===== config.mk =====
export PLATFORM = sky130hd
export DESIGN_NAME = alu_issue_ctrl
export DESIGN_NICKNAME = d
export VERILOG_FILES = /design/src/rtl/alu_pkg.sv /design/src/rtl/alu_op_latency.sv /design/src/rtl/alu_issue_ctrl.sv
export SDC_FILE = /design/constraint.sdc
export NUM_CORES = 1
export LEC_CHECK = 0
export CAP_MARGIN = 20
export CORE_ASPECT_RATIO = 1.2
export CORE_UTILIZATION = 41
export DETAILED_ROUTE_END_ITERATION = 7
export HOLD_SLACK_MARGIN = 0.15
export PLACE_DENSITY = 0.83
export SLEW_MARGIN = 30
export SYNTH_ARGS = -nofsm -noshare
export SYNTH_HDL_FRONTEND = slang
export SYNTH_SLANG_ARGS = --single-unit
export TNS_END_PERCENT = 20

===== constraint.sdc =====
create_clock -name clk -period 2.11 [get_ports clk]
set_input_delay 0.211 -clock clk [delete_from_list [all_inputs] [get_ports clk]]
set_output_delay 0.211 -clock clk [all_outputs]
set_load 0.1 [all_outputs]

===== src/rtl/alu_pkg.sv =====
// alu_pkg
// Shared definitions for the ALU datapath: opcode constants, the highest
// legal opcode, the issue-controller counter width and FSM state encoding.
// No ports; imported by alu_op_latency and alu_issue_ctrl.
package alu_pkg;

    localparam logic [3:0] ALU_SLL    = 4'd0;
    localparam logic [3:0] ALU_SRA    = 4'd1;
    localparam logic [3:0] ALU_SRL    = 4'd2;
    localparam logic [3:0] ALU_MUL    = 4'd3;
    localparam logic [3:0] ALU_DIV    = 4'd4;
    localparam logic [3:0] ALU_ADD    = 4'd5;
    localparam logic [3:0] ALU_SUB    = 4'd6;
    localparam logic [3:0] ALU_AND    = 4'd7;
    localparam logic [3:0] ALU_OR     = 4'd8;
    localparam logic [3:0] ALU_XOR    = 4'd9;
    localparam logic [3:0] ALU_NOR    = 4'd10;
    localparam logic [3:0] ALU_SLT    = 4'd11;
    localparam logic [3:0] ALU_SLTU   = 4'd12;

    localparam logic [3:0] ALU_OP_MAX = 4'd12;

    // Exec down-counter width; holds N-1 for N up to 16.
    localparam int CNT_WIDTH = 4;

    typedef enum logic [1:0] {
        ST_IDLE = 2'd0,
        ST_EXEC = 2'd1,
        ST_RESP = 2'd2
    } issue_state_e;

    // Opcodes above ALU_OP_MAX have no ALU function behind them.
    function automatic logic op_is_illegal(input logic [3:0] op);
        return op > ALU_OP_MAX;
    endfunction

endpackage


===== src/rtl/alu_op_latency.sv =====
// alu_op_latency
// Combinational map from ALU opcode to (exec cycles - 1), used to preload
// the issue controller's down-counter.
//   op      in  4          opcode being accepted
//   lat_m1  out CNT_WIDTH  number of exec cycles minus one
module alu_op_latency
    import alu_pkg::*;
#(
    parameter int MUL_CYCLES = 2,
    parameter int DIV_CYCLES = 4
) (
    input  logic [3:0]           op,
    output logic [CNT_WIDTH-1:0] lat_m1
);

    always_comb begin
        lat_m1 = '0;
        case (op)
            ALU_MUL: lat_m1 = CNT_WIDTH'(MUL_CYCLES - 1);
            ALU_DIV: lat_m1 = CNT_WIDTH'(DIV_CYCLES - 1);
            default: lat_m1 = '0;
        endcase
    end

endmodule


===== src/rtl/alu_issue_ctrl.sv =====
// alu_issue_ctrl
// Issue front end for the combinational ALU. Accepts a request over
// req_valid/req_ready, registers opcode and operands onto the ALU ports,
// holds them for the opcode's exec length, then captures result and flags
// into a response register returned over rsp_valid/rsp_ready.
//   clk, rst_n                         clock, async active-low reset
//   req_valid/req_ready                request handshake
//   req_op, req_a, req_b, req_tag      request payload
//   alu_op, alu_a, alu_b               registered ALU inputs
//   alu_out, alu_zero, alu_of, alu_uof ALU result and flags
//   rsp_valid/rsp_ready                response handshake
//   rsp_data, rsp_zero/of/uof          captured result and flags
//   rsp_dz, rsp_illegal, rsp_tag       divide-by-zero, bad opcode, request tag
module alu_issue_ctrl
    import alu_pkg::*;
#(
    parameter int DATA_WIDTH = 32,
    parameter int TAG_WIDTH  = 4,
    parameter int MUL_CYCLES = 2,
    parameter int DIV_CYCLES = 4
) (
    input  logic                  clk,
    input  logic                  rst_n,
    input  logic                  req_valid,
    output logic                  req_ready,
    input  logic [3:0]            req_op,
    input  logic [DATA_WIDTH-1:0] req_a,
    input  logic [DATA_WIDTH-1:0] req_b,
    input  logic [TAG_WIDTH-1:0]  req_tag,
    output logic [3:0]            alu_op,
    output logic [DATA_WIDTH-1:0] alu_a,
    output logic [DATA_WIDTH-1:0] alu_b,
    input  logic [DATA_WIDTH-1:0] alu_out,
    input  logic                  alu_zero,
    input  logic                  alu_of,
    input  logic                  alu_uof,
    output logic                  rsp_valid,
    input  logic                  rsp_ready,
    output logic [DATA_WIDTH-1:0] rsp_data,
    output logic                  rsp_zero,
    output logic                  rsp_of,
    output logic                  rsp_uof,
    output logic                  rsp_dz,
    output logic                  rsp_illegal,
    output logic [TAG_WIDTH-1:0]  rsp_tag
);

    issue_state_e          state_q, state_d;
    logic [CNT_WIDTH-1:0]  cnt_q, cnt_d;
    logic [3:0]            alu_op_q, alu_op_d;
    logic [DATA_WIDTH-1:0] alu_a_q, alu_a_d;
    logic [DATA_WIDTH-1:0] alu_b_q, alu_b_d;
    logic [TAG_WIDTH-1:0]  tag_q, tag_d;
    logic                  rsp_valid_q, rsp_valid_d;
    logic [DATA_WIDTH-1:0] rsp_data_q, rsp_data_d;
    logic                  rsp_zero_q, rsp_zero_d;
    logic                  rsp_of_q, rsp_of_d;
    logic                  rsp_uof_q, rsp_uof_d;
    logic                  rsp_dz_q, rsp_dz_d;
    logic                  rsp_illegal_q, rsp_illegal_d;
    logic [TAG_WIDTH-1:0]  rsp_tag_q, rsp_tag_d;

    logic [CNT_WIDTH-1:0]  lat_m1;
    logic                  accept;

    alu_op_latency #(
        .MUL_CYCLES (MUL_CYCLES),
        .DIV_CYCLES (DIV_CYCLES)
    ) u_latency (
        .op     (req_op),
        .lat_m1 (lat_m1)
    );

    // A response slot frees up in the same cycle it is consumed, which gives
    // back-to-back issue at one single-cycle op every two cycles.
    assign req_ready = rst_n && ((state_q == ST_IDLE) ||
                                 ((state_q == ST_RESP) && rsp_ready));
    assign accept    = req_valid && req_ready;

    always_comb begin
        state_d       = state_q;
        cnt_d         = cnt_q;
        alu_op_d      = alu_op_q;
        alu_a_d       = alu_a_q;
        alu_b_d       = alu_b_q;
        tag_d         = tag_q;
        rsp_valid_d   = rsp_valid_q;
        rsp_data_d    = rsp_data_q;
        rsp_zero_d    = rsp_zero_q;
        rsp_of_d      = rsp_of_q;
        rsp_uof_d     = rsp_uof_q;
        rsp_dz_d      = rsp_dz_q;
        rsp_illegal_d = rsp_illegal_q;
        rsp_tag_d     = rsp_tag_q;

        case (state_q)
            ST_EXEC: begin
                if (cnt_q != '0) begin
                    cnt_d = cnt_q - 1'b1;
                end else begin
                    // ALU inputs have now been stable for the full exec length.
                    state_d     = ST_RESP;
                    rsp_valid_d = 1'b1;
                    rsp_tag_d   = tag_q;
                    if (op_is_illegal(alu_op_q)) begin
                        rsp_data_d    = '0;
                        rsp_zero_d    = 1'b0;
                        rsp_of_d      = 1'b0;
                        rsp_uof_d     = 1'b0;
                        rsp_dz_d      = 1'b0;
                        rsp_illegal_d = 1'b1;
                    end else begin
                        rsp_zero_d    = alu_zero;
                        rsp_of_d      = alu_of;
                        rsp_uof_d     = alu_uof;
                        rsp_illegal_d = 1'b0;
                        rsp_dz_d      = (alu_op_q == ALU_DIV) && (alu_b_q == '0);
                        rsp_data_d    = rsp_dz_d ? '0 : alu_out;
                    end
                end
            end
            ST_RESP: begin
                if (rsp_ready) begin
                    rsp_valid_d = 1'b0;
                    state_d     = ST_IDLE;
                end
            end
            default: begin
                state_d = ST_IDLE;
            end
        endcase

        // accept only happens in IDLE or in RESP while the response drains,
        // so it may override whatever the state decode chose.
        if (accept) begin
            alu_op_d = req_op;
            alu_a_d  = req_a;
            alu_b_d  = req_b;
            tag_d    = req_tag;
            cnt_d    = lat_m1;
            state_d  = ST_EXEC;
        end
    end

    always_ff @(posedge clk or negedge rst_n) begin
        if (!rst_n) begin
            state_q       <= ST_IDLE;
            cnt_q         <= '0;
            alu_op_q      <= '0;
            alu_a_q       <= '0;
            alu_b_q       <= '0;
            tag_q         <= '0;
            rsp_valid_q   <= 1'b0;
            rsp_data_q    <= '0;
            rsp_zero_q    <= 1'b0;
            rsp_of_q      <= 1'b0;
            rsp_uof_q     <= 1'b0;
            rsp_dz_q      <= 1'b0;
            rsp_illegal_q <= 1'b0;
            rsp_tag_q     <= '0;
        end else begin
            state_q       <= state_d;
            cnt_q         <= cnt_d;
            alu_op_q      <= alu_op_d;
            alu_a_q       <= alu_a_d;
            alu_b_q       <= alu_b_d;
            tag_q         <= tag_d;
            rsp_valid_q   <= rsp_valid_d;
            rsp_data_q    <= rsp_data_d;
            rsp_zero_q    <= rsp_zero_d;
            rsp_of_q      <= rsp_of_d;
            rsp_uof_q     <= rsp_uof_d;
            rsp_dz_q      <= rsp_dz_d;
            rsp_illegal_q <= rsp_illegal_d;
            rsp_tag_q     <= rsp_tag_d;
        end
    end

    assign alu_op      = alu_op_q;
    assign alu_a       = alu_a_q;
    assign alu_b       = alu_b_q;
    assign rsp_valid   = rsp_valid_q;
    assign rsp_data    = rsp_data_q;
    assign rsp_zero    = rsp_zero_q;
    assign rsp_of      = rsp_of_q;
    assign rsp_uof     = rsp_uof_q;
    assign rsp_dz      = rsp_dz_q;
    assign rsp_illegal = rsp_illegal_q;
    assign rsp_tag     = rsp_tag_q;

endmodule


==> out/results.ini, run 1 <==
[finish]
layout-drive-gt1-share_pct=42.5
area_growth_pct=56.0
fillers=862
final_area_um2=7280
post_layout_nonfiller_instances=683
nets=653
antenna_cells=0

[worst_setup_path]
cp.required_ps=2430
r2r_start=cnt_q[0]$_DFFE_PN0P_
reg2reg_to=rsp_data[21]$_DFFE_PN0P_
ff2ff_setup_slack_ps=90
crit_fanout=32
cp.arrival_ps=2340
cp-start-kind=flip-flop
endpoint_kind=flip-flop
reg2regPathDepth=6
crit_type=flip-flop to flip-flop

[die]
ios=222
rows=42
design.core.area_um2=11000
die_x_um=99.4
initial_core_util_pct=42.3
die_y_um=119
dieArea_um2=11800

[sta]
final_max_slew_viol_count=0
finalClockSkew_ps=9.68
hold_viol_final=0
hold_ws_ps=413
slew_headroom_pct=40.7
setup_tns_ps=0
timing.final.crit_share_pct=95.8
tightest_slew_ps=890
max_freq_mhz=495
min_period_ps=2020
rsz0062_at_grt=yes
setup_viol=0

[logic_synthesis]
synth.cell_area_um2=4670
synth_area_leaders=dfrtp_1 (64%), mux2_2 (18%), a22o_1 (6.2%)
synthMostInstantiatedCell=dfrtp_1
synth_top_area_cell=dfrtp_1
yosysWarningCount=0
synth_cell_type_count=36
synthCells=308
synth_top_area_share_pct=64.4
syn_area_per_cell_um2=15.1
ys_seq_area_share_pct=64.4
ys_async_sr_fraction_pct=100
ys_seq_elements=120
synth.top_cells.by_count=dfrtp_1 (120), mux2_2 (75), a22o_1 (33)
synth_top_flop_cell=dfrtp_1
synthesis.nets=421
synth_edf_count=0

[global_routing]
antenna_found_initial=0
grt_first_pass_wirelength_um=18200
track_usage_pct=19.9
grt_overflow=0
grt_max_degree=121
grt_pass1_vias=3652

[worst_hold_path]
hp-class=input pin to flip-flop
hold-path-cell-count=2
hold-path-endpoint=rsp_data[6]$_DFFE_PN0P_
min_from=alu_out[6]

[clocking]
root_buffer=clkbuf_16
numCtsBuffers=17
clk_latency_ps=390
clockBufferDepth=2
cts_tree=done
htreeDepth=4
cts.sinks=120
cts_setup_buffers=0
path_clk_slew_ps=50

[drt]
drc_errors=0
vias=3438
routed_via_density=5.03
antenna_left=0
drtIter0Drc=98
wl_per_cell_um=16.5
drt_wl_total_um=11300
drtPass1Iterations=4

[place]
port_buffers=221
post_dp_cell_area_um2=6760
gp_congestion=0.728
hpwl_um=8000
placedCellCount=652

[run]
drv_cap=0

[status]
outcome=finished clean

==> registers in the layout, summed over array words and instances (netlist names) <==
| signal | count |
|---|---|
| rsp_illegal | 1 |
| rsp_zero | 1 |
| cnt_q | 4 |
| rsp_data | 32 |
| alu_a | 32 |
| alu_op | 4 |
| rsp_of | 1 |
| tag_q | 4 |
| rsp_tag | 4 |
| rsp_dz | 1 |
| state_q | 2 |
| alu_b | 32 |
| rsp_uof | 1 |
| rsp_valid | 1 |
==> metrics by stage <==
stage	util (%)	setup slack, ps
2_1_floorplan	-	10.2
3_3_place_gp	61.2	165
3_5_place_dp	61.2	35.8
4_1_cts	65.9	37.4
5_1_grt	65.9	-66.8
6_report	65.9	88.2
==> timing repair <==
action                                  4_1_cts  5_1_grt
endpoints found under the hold margin       120        0
hold buffers                                  1        0
endpoints found under the setup margin        0       32
gates resized for setup                       0        1
==> routing by layer <==
layer	global-route usage, %	vias up	wire, um
li1	-	1596	-
met4	5.06	0	91
met3	7.39	8	860
met5	0	-	0
met1	23.4	1693	4460
met2	34.1	141	5860
==> critical path, cell delays in order, from the launching register on <==
cell and delay (ps):
dfrtp_1 410, inv_1 100, ha_1 160, nor3b_2 210, nand3_2 110, a31oi_4 720, a22o_1 250
==> how the worst max path moves through the flow <==
stage,cells past startpoint,startpoint,slack (ps),end
finish,6,cnt_q[0]$_DFFE_PN0P_,90,rsp_data[21]$_DFFE_PN0P_
floorplan,5,alu_b[13]$_DFFE_PN0N_,10,rsp_data[10]$_DFFE_PN0P_
global placement,4,alu_b[1]$_DFFE_PN0N_,160,rsp_data[0]$_DFFE_PN0P_
global route,6,cnt_q[0]$_DFFE_PN0P_,-70,rsp_data[16]$_DFFE_PN0P_
CTS,6,cnt_q[0]$_DFFE_PN0P_,40,rsp_data[31]$_DFFE_PN0P_
detailed placement,6,cnt_q[0]$_DFFE_PN0P_,40,rsp_data[0]$_DFFE_PN0P_
==> cell usage in the layout, fill, tap and decap left out, types with 2 or more instances in the layout <==
master and instances:
dfrtp_1 120, buf_4 116, clkdlybuf4s50_1 109, mux2_2 75
a22o_1 33, clkbuf_16 17, nand2_1 7, nor4_1 7
clkinv_2 7, o21ai_0 5, nor2_1 4, a21oi_1 4
inv_1 3, nand2b_1 3, nand3_1 3, clkinvlp_4 3
buf_12 3, or3b_2 2, xor2_1 2, nand3b_1 2
or4_4 2, a22o_2 2, ha_1 2, clkbuf_1 2
==> cell families after synthesis <==
kind of cell | share of synthesized area, %
multiplexers | 18.1
AO/OA/AOI/OAI | 8.37
XOR/XNOR | 0.563
buffers and inverters | 2.28
AND/OR/NAND/NOR | 5.79
flip-flops | 64.4
adder cells (fa/ha/maj) | 0.536
==> final cells by class <==
type	instances	area (um^2)	share of cell area [%]
flip-flops and latches	120	3000	41.3
repair buffers	229	2030	27.9
multi-input cells	169	1560	21.5
clock buffers	20	447	6.14
well taps	132	165	2.27
clock inverters	10	57.6	0.791
inverters	3	11.3	0.155
Power of run 1 is left out: the tool's default activity adds up to more than one toggle a clock period on the data nets, which glitch-free logic cannot reach.
==> run 2: changes to the inputs <==
- CORE_MARGIN: default -> 2
- GPL_ROUTABILITY_DRIVEN: default -> 0
==> run 2 against run 1 <==
- final cell count increased by 3.7%
- routed wire length grew 6.5%
- largest cell class unchanged
- clock skew fell by 3.2 ps
- count of clock-buffer cells in the layout increased by 3
- critical path depth is the same
- utilization is 0.84 points higher
- critical endpoint unchanged
- highest routed layer unchanged
- non-clock buffer count increased by 1
- maximum frequency rose by 6.1%
- die area rose by 3.7%
- via count is 0.49% higher
- global-route usage is 0.95 points lower
==> out/results.ini, run 2 (synthesized netlist as in run 1, its figures left out) <==
[place]
port_buffers=221  ; unchanged
hpwl_um=8370  ; +4.6%

[clocking]
clk_latency_ps=390  ; about the same
numCtsBuffers=17  ; unchanged
clockBufferDepth=2  ; unchanged
path_clk_slew_ps=50  ; about the same
root_buffer=clkbuf_16
htreeDepth=4  ; unchanged
cts_tree=done
cts.sinks=120  ; unchanged

[global_routing]
track_usage_pct=18.9  ; -0.95 points
grt_pass1_vias=3537  ; -3.1%
antenna_found_initial=0  ; unchanged
grt_max_degree=121  ; unchanged
grt_first_pass_wirelength_um=17900  ; -1.6%
grt_overflow=0  ; unchanged

[worst_setup_path]
worstPathCellList=inv_1, ha_1, nor3b_2, nand3_2, a31oi_4, a22o_1
ff2ff_setup_slack_ps=210  ; +120 ps
cp_slowest_cell=a31oi_4
crit_path_max_incr_delay_ps=480  ; -240 ps
reg2regPathDepth=6  ; unchanged
cp.arrival_ps=2230  ; -110 ps
crit_fanout=16  ; -50%
r2r_start=cnt_q[0]$_DFFE_PN0P_
cp.required_ps=2430  ; about the same
cp-start-kind=flip-flop
crit_type=flip-flop to flip-flop
reg2reg_to=rsp_data[21]$_DFFE_PN0P_
endpoint_kind=flip-flop

[sta]
rsz0062_at_grt=no
min_period_ps=1900  ; -117 ps
tightest_slew_ps=626  ; -264 ps
max_freq_mhz=525  ; +6.1%
finalClockSkew_ps=6.48  ; -3.20 ps
final_max_slew_viol_count=0  ; unchanged
hold_viol_final=0  ; unchanged
timing.final.crit_share_pct=90.3  ; -5.5 points
setup_viol=0  ; unchanged
setup_tns_ps=0  ; unchanged
slew_headroom_pct=58.2  ; +18 points

[worst_hold_path]
hold-path-cell-count=2  ; unchanged
hold-path-endpoint=rsp_data[9]$_DFFE_PN0P_
hp-class=input pin to flip-flop
min_from=alu_out[9]

[die]
ios=222  ; unchanged
dieArea_um2=12300  ; +3.7%
rows=42  ; unchanged
die_x_um=101  ; +2.0%
initial_core_util_pct=42.1  ; -0.20 points
design.core.area_um2=11100  ; +0.48%
die_y_um=121  ; +1.7%

[finish]
layout-drive-gt1-share_pct=42.6  ; +0.13 points
antenna_cells=0  ; unchanged
final_cell_mix=dfrtp_1 (120), buf_4 (115), clkdlybuf4s50_1 (109)
area_growth_pct=58.7
fillers=816  ; -5.3%
nets=655  ; +0.31%
layout_commonest_cell=dfrtp_1

[run]
drv_cap=0  ; unchanged

[status]
outcome=finished clean

[drt]
vias=3455  ; +0.49%
drtIter0Drc=134  ; +37%
drtPass1Iterations=4  ; unchanged
routed_via_density=4.88  ; -3.1%
antenna_left=0  ; unchanged
drt_wl_total_um=12000  ; +6.5%
wl_per_cell_um=16.9  ; +2.7%
drc_errors=0  ; unchanged

run 2: cell type report:
class	instances	area, um^2	share of cell area (%)
flip-flops and latches	120	3000	40.6
repair buffers	230	2060	27.9
multi-input cells	170	1580	21.4
clock buffers	23	478	6.45
well taps	154	193	2.60
clock inverters	8	72.6	0.980
inverters	3	11.3	0.152
run 2: worst max-delay path by stage:
stage	from	end	slack [ps]
final	cnt_q[0]$_DFFE_PN0P_	rsp_data[21]$_DFFE_PN0P_	210
after floorplan	alu_b[13]$_DFFE_PN0N_	rsp_data[10]$_DFFE_PN0P_	10
after global routing	cnt_q[0]$_DFFE_PN0P_	rsp_data[23]$_DFFE_PN0P_	50
after global placement	cnt_q[0]$_DFFE_PN0P_	rsp_data[0]$_DFFE_PN0P_	170
after CTS	cnt_q[0]$_DFFE_PN0P_	rsp_data[31]$_DFFE_PN0P_	20
after detailed placement	cnt_q[0]$_DFFE_PN0P_	rsp_data[31]$_DFFE_PN0P_	30
run 2: stage by stage:
| step | hold slack (ps) | cell area, um^2 | cells | utilization, % | setup slack [ps] |
|---|---|---|---|---|---|
| 2_1_floorplan | -84.6 | 4670 | 308 | - | 10.2 |
| 3_3_place_gp | 378 | 6800 | 674 | 61.3 | 170 |
| 3_5_place_dp | 388 | 6800 | 674 | 61.3 | 32.3 |
| 4_1_cts | 404 | 7360 | 706 | 66.4 | 20.8 |
| 5_1_grt | 408 | 7400 | 708 | 66.8 | 53.1 |
| 6_report | 422 | 7400 | 708 | 66.8 | 205 |
run 2: critical path, delay by kind of cell (launching register included):
| kind | cells | cell delay (ps) |
|---|---|---|
| simple gates | 2 | 470 |
| fa+ha+maj | 1 | 170 |
| flops | 1 | 400 |
| buf+inv | 1 | 110 |
| compound gates | 2 | 690 |
run 2: timing repair:
action,4_1_cts,5_1_grt
gates resized for setup,0,2
hold buffers,1,0
endpoints found under the hold margin,120,0
setup endpoints to repair,0,32
buffers inserted,0,1
run 2: metal layers:
layer / GRT usage [%] / up-vias / wire [um]
li1: - / 1605 / -
met1: 22.3 / 1683 / 4650
met2: 31.6 / 152 / 6100
met3: 7.32 / 15 / 1060
met4: 6.33 / 0 / 190
met5: 0 / - / 0
Power of run 2 is left out for the same reason.
